==> config.mk <==
export PLATFORM = sky130hd
export DESIGN_NAME = obi_rr_arbiter
export DESIGN_NICKNAME = d
export VERILOG_FILES = /design/src/rtl/obi_rr_arbiter.sv
export SDC_FILE = /design/constraint.sdc
export NUM_CORES = 1
export LEC_CHECK = 0
export CORE_ASPECT_RATIO = 0.5
export CORE_UTILIZATION = 38
export CTS_BUF_LIST = sky130_fd_sc_hd__clkbuf_4 sky130_fd_sc_hd__clkbuf_8
export CTS_CLUSTER_DIAMETER = 30
export DETAILED_ROUTE_END_ITERATION = 12
export GPL_TIMING_DRIVEN = 0
export PLACE_DENSITY = 0.94
export RECOVER_POWER = 25
export SYNTH_ARGS = -nofsm -noshare
export SYNTH_HDL_FRONTEND = slang
export SYNTH_SLANG_ARGS = --single-unit
export TNS_END_PERCENT = 30
==> constraint.sdc <==
create_clock -name core_clk_i -period 1.4 [get_ports core_clk_i]
set_input_delay 0.21 -clock core_clk_i [delete_from_list [all_inputs] [get_ports core_clk_i]]
set_output_delay 0.21 -clock core_clk_i [all_outputs]
set_load 0.02 [all_outputs]
==> src/rtl/obi_rr_arbiter.sv <==
`default_nettype none
// ============================================================================
// Module      : obi_rr_arbiter
// Description : Two-master round-robin OBI arbiter in front of a single
//               memory port. Keeps one transaction outstanding and holds the
//               downstream request until the response returns.
// Revision    : 1.0 - initial release
// ============================================================================
module obi_rr_arbiter #(
  parameter int unsigned AddrWidth = 32,
  parameter int unsigned DataWidth = 32
) (
  input  logic                     core_clk_i,
  input  logic                     rstn_i,
  // master 0
  input  logic                     m0_req_i,
  output logic                     m0_gnt_o,
  input  logic [AddrWidth-1:0]     m0_addr_i,
  input  logic                     m0_we_i,
  input  logic [DataWidth-1:0]     m0_wdata_i,
  input  logic [DataWidth/8-1:0]   m0_be_i,
  output logic                     m0_rvalid_o,
  output logic [DataWidth-1:0]     m0_rdata_o,
  output logic                     m0_err_o,
  // master 1
  input  logic                     m1_req_i,
  output logic                     m1_gnt_o,
  input  logic [AddrWidth-1:0]     m1_addr_i,
  input  logic                     m1_we_i,
  input  logic [DataWidth-1:0]     m1_wdata_i,
  input  logic [DataWidth/8-1:0]   m1_be_i,
  output logic                     m1_rvalid_o,
  output logic [DataWidth-1:0]     m1_rdata_o,
  output logic                     m1_err_o,
  // downstream memory port
  output logic                     s_req_o,
  input  logic                     s_gnt_i,
  output logic [AddrWidth-1:0]     s_addr_o,
  output logic                     s_we_o,
  output logic [DataWidth-1:0]     s_wdata_o,
  output logic [DataWidth/8-1:0]   s_be_o,
  input  logic                     s_rvalid_i,
  input  logic [DataWidth-1:0]     s_rdata_i,
  input  logic                     s_err_i,
  // status
  output logic                     busy_o,
  output logic                     owner_o
);

  localparam int unsigned c_BE_WIDTH = DataWidth / 8;

  typedef enum logic [0:0] {
    IDLE = 1'b0,
    BUSY = 1'b1
  } state_e;

  state_e                  state_q, state_d;
  logic                    owner_q, owner_d;
  logic                    prio_q,  prio_d;
  logic [AddrWidth-1:0]    addr_q,  addr_d;
  logic                    we_q,    we_d;
  logic [DataWidth-1:0]    wdata_q, wdata_d;
  logic [c_BE_WIDTH-1:0]   be_q,    be_d;

  logic w_busy;
  logic w_any_req;
  logic w_sel;
  logic w_hs;
  logic w_route;
  logic w_deliver;

  // Selection and handshake decode; a lone requester wins, a tie goes to prio_q
  always_comb begin
    w_busy    = (state_q == BUSY);
    w_any_req = m0_req_i | m1_req_i;
    w_sel     = (m0_req_i & m1_req_i) ? prio_q : m1_req_i;
    w_hs      = ~w_busy & w_any_req & s_gnt_i;
    // The response belongs to the live winner only when it completes the
    // handshake in the same cycle; a stray rvalid in IDLE is dropped.
    w_route   = w_busy ? owner_q : w_sel;
    w_deliver = w_busy ? s_rvalid_i : (w_hs & s_rvalid_i);
  end

  // Downstream command, grants and response routing; handshakes masked in reset
  always_comb begin
    s_req_o     = rstn_i & (w_busy | w_any_req);
    s_addr_o    = w_busy ? addr_q  : (w_sel ? m1_addr_i  : m0_addr_i);
    s_we_o      = w_busy ? we_q    : (w_sel ? m1_we_i    : m0_we_i);
    s_wdata_o   = w_busy ? wdata_q : (w_sel ? m1_wdata_i : m0_wdata_i);
    s_be_o      = w_busy ? be_q    : (w_sel ? m1_be_i    : m0_be_i);

    m0_gnt_o    = rstn_i & ~w_busy & ~w_sel & s_gnt_i;
    m1_gnt_o    = rstn_i & ~w_busy &  w_sel & s_gnt_i;

    m0_rvalid_o = rstn_i & w_deliver & ~w_route;
    m1_rvalid_o = rstn_i & w_deliver &  w_route;
    m0_err_o    = m0_rvalid_o & s_err_i;
    m1_err_o    = m1_rvalid_o & s_err_i;
    m0_rdata_o  = s_rdata_i;
    m1_rdata_o  = s_rdata_i;

    busy_o      = w_busy;
    owner_o     = owner_q;
  end

  // Next-state: capture the command on handshake, rotate priority on response
  always_comb begin
    state_d = state_q;
    owner_d = owner_q;
    prio_d  = prio_q;
    addr_d  = addr_q;
    we_d    = we_q;
    wdata_d = wdata_q;
    be_d    = be_q;
    case (state_q)
      IDLE: begin
        if (w_hs) begin
          owner_d = w_sel;
          addr_d  = s_addr_o;
          we_d    = s_we_o;
          wdata_d = s_wdata_o;
          be_d    = s_be_o;
          if (s_rvalid_i) begin
            prio_d = ~w_sel;
          end else begin
            state_d = BUSY;
          end
        end
      end
      BUSY: begin
        if (s_rvalid_i) begin
          state_d = IDLE;
          prio_d  = ~owner_q;
        end
      end
      default: state_d = IDLE;
    endcase
  end

  // State and command registers
  always_ff @(posedge core_clk_i or negedge rstn_i) begin
    if (!rstn_i) begin
      state_q <= IDLE;
      owner_q <= 1'b0;
      prio_q  <= 1'b0;
      addr_q  <= '0;
      we_q    <= 1'b0;
      wdata_q <= '0;
      be_q    <= '0;
    end else begin
      state_q <= state_d;
      owner_q <= owner_d;
      prio_q  <= prio_d;
      addr_q  <= addr_d;
      we_q    <= we_d;
      wdata_q <= wdata_d;
      be_q    <= be_d;
    end
  end

endmodule
`default_nettype wire

* Word level (Yosys, flattened, before mapping)
Cells that the tools add are included.
Word-level totals: bits in registers 72, bits of input ports 177, output and inout port bits 142, logic and storage cells 51
Operators by class: eq/ne operators 3, mux-type cells 18, bitwise logic cells 21, reduce and logical (&&, ||, !) cells 2
Operators by type and width (count):
- two-way mux 32 bit | 4
- AND 1 bit | 15
- two-way mux 1 bit | 10
- two-way mux 4 bit | 2
- inequality test 2 bit (second input constant) | 3
- NOT 1 bit | 4
- one-hot mux 1 bit (2 select lines) | 2
- AND reduction 3 bit | 1
- bitwise OR 1 bit | 2
- AND reduction 2 bit | 1

* Longest topological paths before layout
depth in word-level cells 8, depth in mapped cells 6, depth with buffers taken out 3

* Worst setup path before layout
Ideal clock, no wire load.
path type register -> output, start point reg state_q (netlist: busy_o), end point out s_req_o, arrival 1487 ps, required time 1190 ps, slack -297 ps, cell stages (with the launch flop) 5, buffers on the path 2, path through dfrtp_1 inv_1 buf_2 buf_2 a21boi_0
On the way: word-level cells in the longest chain between the ends 2
RTL lines:
- start: declaration | RTL line 57 | state_e state_q, state_d;
- start signal: assignment | RTL line 151 | state_q <= state_d;
- bitwise OR 1 bit | RTL line 86 | s_req_o = rstn_i & (w_busy | w_any_req);
- AND 1 bit | RTL line 86
- end: declaration | RTL line 36 | output logic s_req_o,
Every way passes these cells.

* Worst setup path after layout
start point reg prio_q, end point out s_be_o[0]
On the way: word-level cells in the longest chain between the ends 3
RTL lines:
- start: declaration | RTL line 59 | logic prio_q, prio_d;
- start signal: assignment | RTL line 153 | prio_q <= prio_d;
- two-way mux 1 bit | RTL line 76 | w_sel = (m0_req_i & m1_req_i) ? prio_q : m1_req_i;
- two-way mux 4 bit (2 in a row) | RTL line 90 | s_be_o = w_busy ? be_q : (w_sel ? m1_be_i : m0_be_i);
- end: declaration | RTL line 41 | output logic [DataWidth/8-1:0] s_be_o,
Every way passes these cells.

==> metrics <==
Leakage 3.75 nW; Final GP Congestion slightly below 0.9; commonest non-fill, non-tap cell in the layout clkdlybuf4s50_1; top routing layer in use met4; first-pass GRT wire length around 32000 microns; number of max-cap violations 0; # port buffers approximately 290; sequential power share between 30% and 40%; count of unique library cells instantiated by Yosys 27; post-layout util 74.4%; final WL between 20000 and 25000 microns; Die Width 164 microns; # rows 29; DP HPWL approximately 15000 microns; Tot Pwr roughly 0.0089 W; detailed-route wire length per cell about 21 microns; DRC violations left 0; worst-path maximum fanout 10; I/O pin count between 300 and 400; maximum vdd drop 0.648 mV; Final Cycle Share 148%; RSZ-0062 raised after global routing yes; Power Density roughly 950 nW/um^2; Setup violations, final 132; Area Growth Syn to Fin 90.1%; Worst-path clk slew 0.08 ns; Synth Warn # 0; final hold violation count 43; Clock Sinks just over 70; Syn Area/Cell ~7.6 sq um; clk root buf clkbuf_8; DR vias 7188; drt via density between 6 and 7; placed cells between 1000 and 1500; Post-Syn Area roughly 5000 sq um; startpoint types flip-flop; worst path arrival time roughly 1.9 ns; Clk Latency, worst-skew pair between 0.3 and 0.4 ns; Reg2Reg Depth 6; Worst Hold Margin -0.0360 ns; Layout Skew ~0.0077 ns; H-tree levels 3; sequential area share after synthesis a little over a third; Clock Path Buffers 2; initial antenna violation count 1; cts bufs inserted 9; worst min-delay path class primary input to async pin; relative slew slack 44.5%; Sw Pwr 0.00350 W; gr usage total 29.3%; share of cells above drive strength 1 between 30% and 40%; outcome finished with violations; DRT Pass-1 Iters 5; Starting Density between 30% and 40%; metal3 WL between 2000 and 2500 microns; total grt overflow 0; number of synthesized register bits 72; Clock Power Share a little under a fifth; Comb power frac 50.9%; Setup CP Type flip-flop to output port; switching share of power approximately two fifths; pre-CTS setup slack -1.28 ns; non-filler cells, final around 1100; Nets roughly 1100; achievable frequency around 480 MHz; Crit. End Element output port; number of global-route vias before repair roughly 6600; die area roughly 14000 sq um; failing checks hold timing, setup timing; Final ANT Viol Nets 0; most frequent cells in the layout clkdlybuf4s50_1 (204), buf_4 (144), nor2_1 (72); initial drt markers roughly 880; final worst setup slack -0.667 ns; synthesized instance count 650; Core Area approximately 13000 sq um; CTS tree yes; max-slew violations 0; CTS Hold Bufs 1; post-layout min period approximately 2.1 ns; WL met2 around 11000 microns; reg-to-reg setup timing slack -0.13 ns; met1 wire length about 8600 microns; largest net degree at the start of global routing 58; actual slew at the worst max-slew pin slightly above 0.8 ns; syn_nets about 830; height of the die just over 80 microns; Power Internal 0.00543 W; WP data required roughly 1.2 ns
-- logic make-up after synthesis --
logic type / count (synthesis) / synth area share, %
simple gates: 155 / 14.1
compound gates: 286 / 32.6
buf+inv: 137 / 17.1
flops: 72 / 36.2
-- worst paths after layout --
check / startpoint / end
max: prio_q / s_be_o[0]
min: rstn_i / addr_q[25]
max reg2reg: busy_o / wdata_q[11]
min reg2reg: wdata_q[20] / wdata_q[20]
max in group asynchronous: rstn_i / addr_q[22]
min in group core_clk_i: s_gnt_i / owner_o
-- cell type report --
cell class,instances,area [sq um]
Antenna cell,1,2.50
Buffer,133,1120
Clock buffer,15,181
Fill cell,776,3250
Inverter,4,15.0
Multi-Input combinational cell,441,3220
Sequential cell,72,1800
Tap cell,170,213
Timing Repair Buffer,299,2890
-- worst max-delay path, cell delays in order (launching register included) --
cell      delay [ns]
dfrtp_1         0.45
nand2b_4        0.20
buf_12          0.14
buf_6           0.15
nand3_2         0.16
a31oi_2         0.21
buf_4           0.18
-- flip-flops by register name (all words and copies together) (netlist names) --
| name | count |
|---|---|
| addr_q | 32 |
| be_q | 4 |
| busy_o | 1 |
| owner_o | 1 |
| prio_q | 1 |
| wdata_q | 32 |
| we_q | 1 |
-- metrics by stage --
| stage | setup TNS, ns | area, sq um |
|---|---|---|
| final | -46.22 | 9450 |
| after floorplan | -1.79 | 5550 |
| after global placement | -309.91 | 8620 |
| after detailed placement | -119.96 | 8650 |
| after CTS | -48.82 | 8900 |
| after global routing | -52.11 | 9450 |
-- what timing repair did --
action / 4_1_cts / 5_1_grt
gates resized for setup: 456 / 119
pin swaps: 3 / 50
endpoints found under the hold margin: 18 / 54
buffers inserted: 3 / 3
gates cloned: 1 / 4
setup endpoints to repair: 148 / 147
-- synth_stat cells, drive strengths merged --
cell	number	area share (%)
a21boi	1	0.15
a21oi	70	7.0
a22oi	1	0.15
a31oi	138	17
buf	113	15
clkbuf	20	1.5
dfrtp	72	36
inv	4	0.30
nand2	3	0.23
nand2b	2	0.40
nand3	69	6.9
nor2	75	5.8
nor2b	3	0.38
nor3	1	0.10
nor3b	1	0.15
o211ai	1	0.15
o21a	1	0.15
o21ai	72	7.2
o31a	1	0.18
o31ai	1	0.15
or2	1	0.13
-- routing by layer --
layer	GRT usage [%]	vias to the layer above
met4	15.5	0
met2	50.9	654
met3	5.64	188
met1	34.3	3362
li1	-	2984
met5	0	-
-- power groups by stage --
stage	combinational [W]	clock (W)	sequential, W
2_1_floorplan	0.00231	0	0.00269
4_1_cts	0.00404	0.00158	0.00270
3_3_place_gp	0.00392	0	0.00271
5_1_grt	0.00474	0.00169	0.00278
3_5_place_dp	0.00402	0	0.00274
6_report	0.00455	0.00163	0.00276
Power figures use the tool's default switching activity.
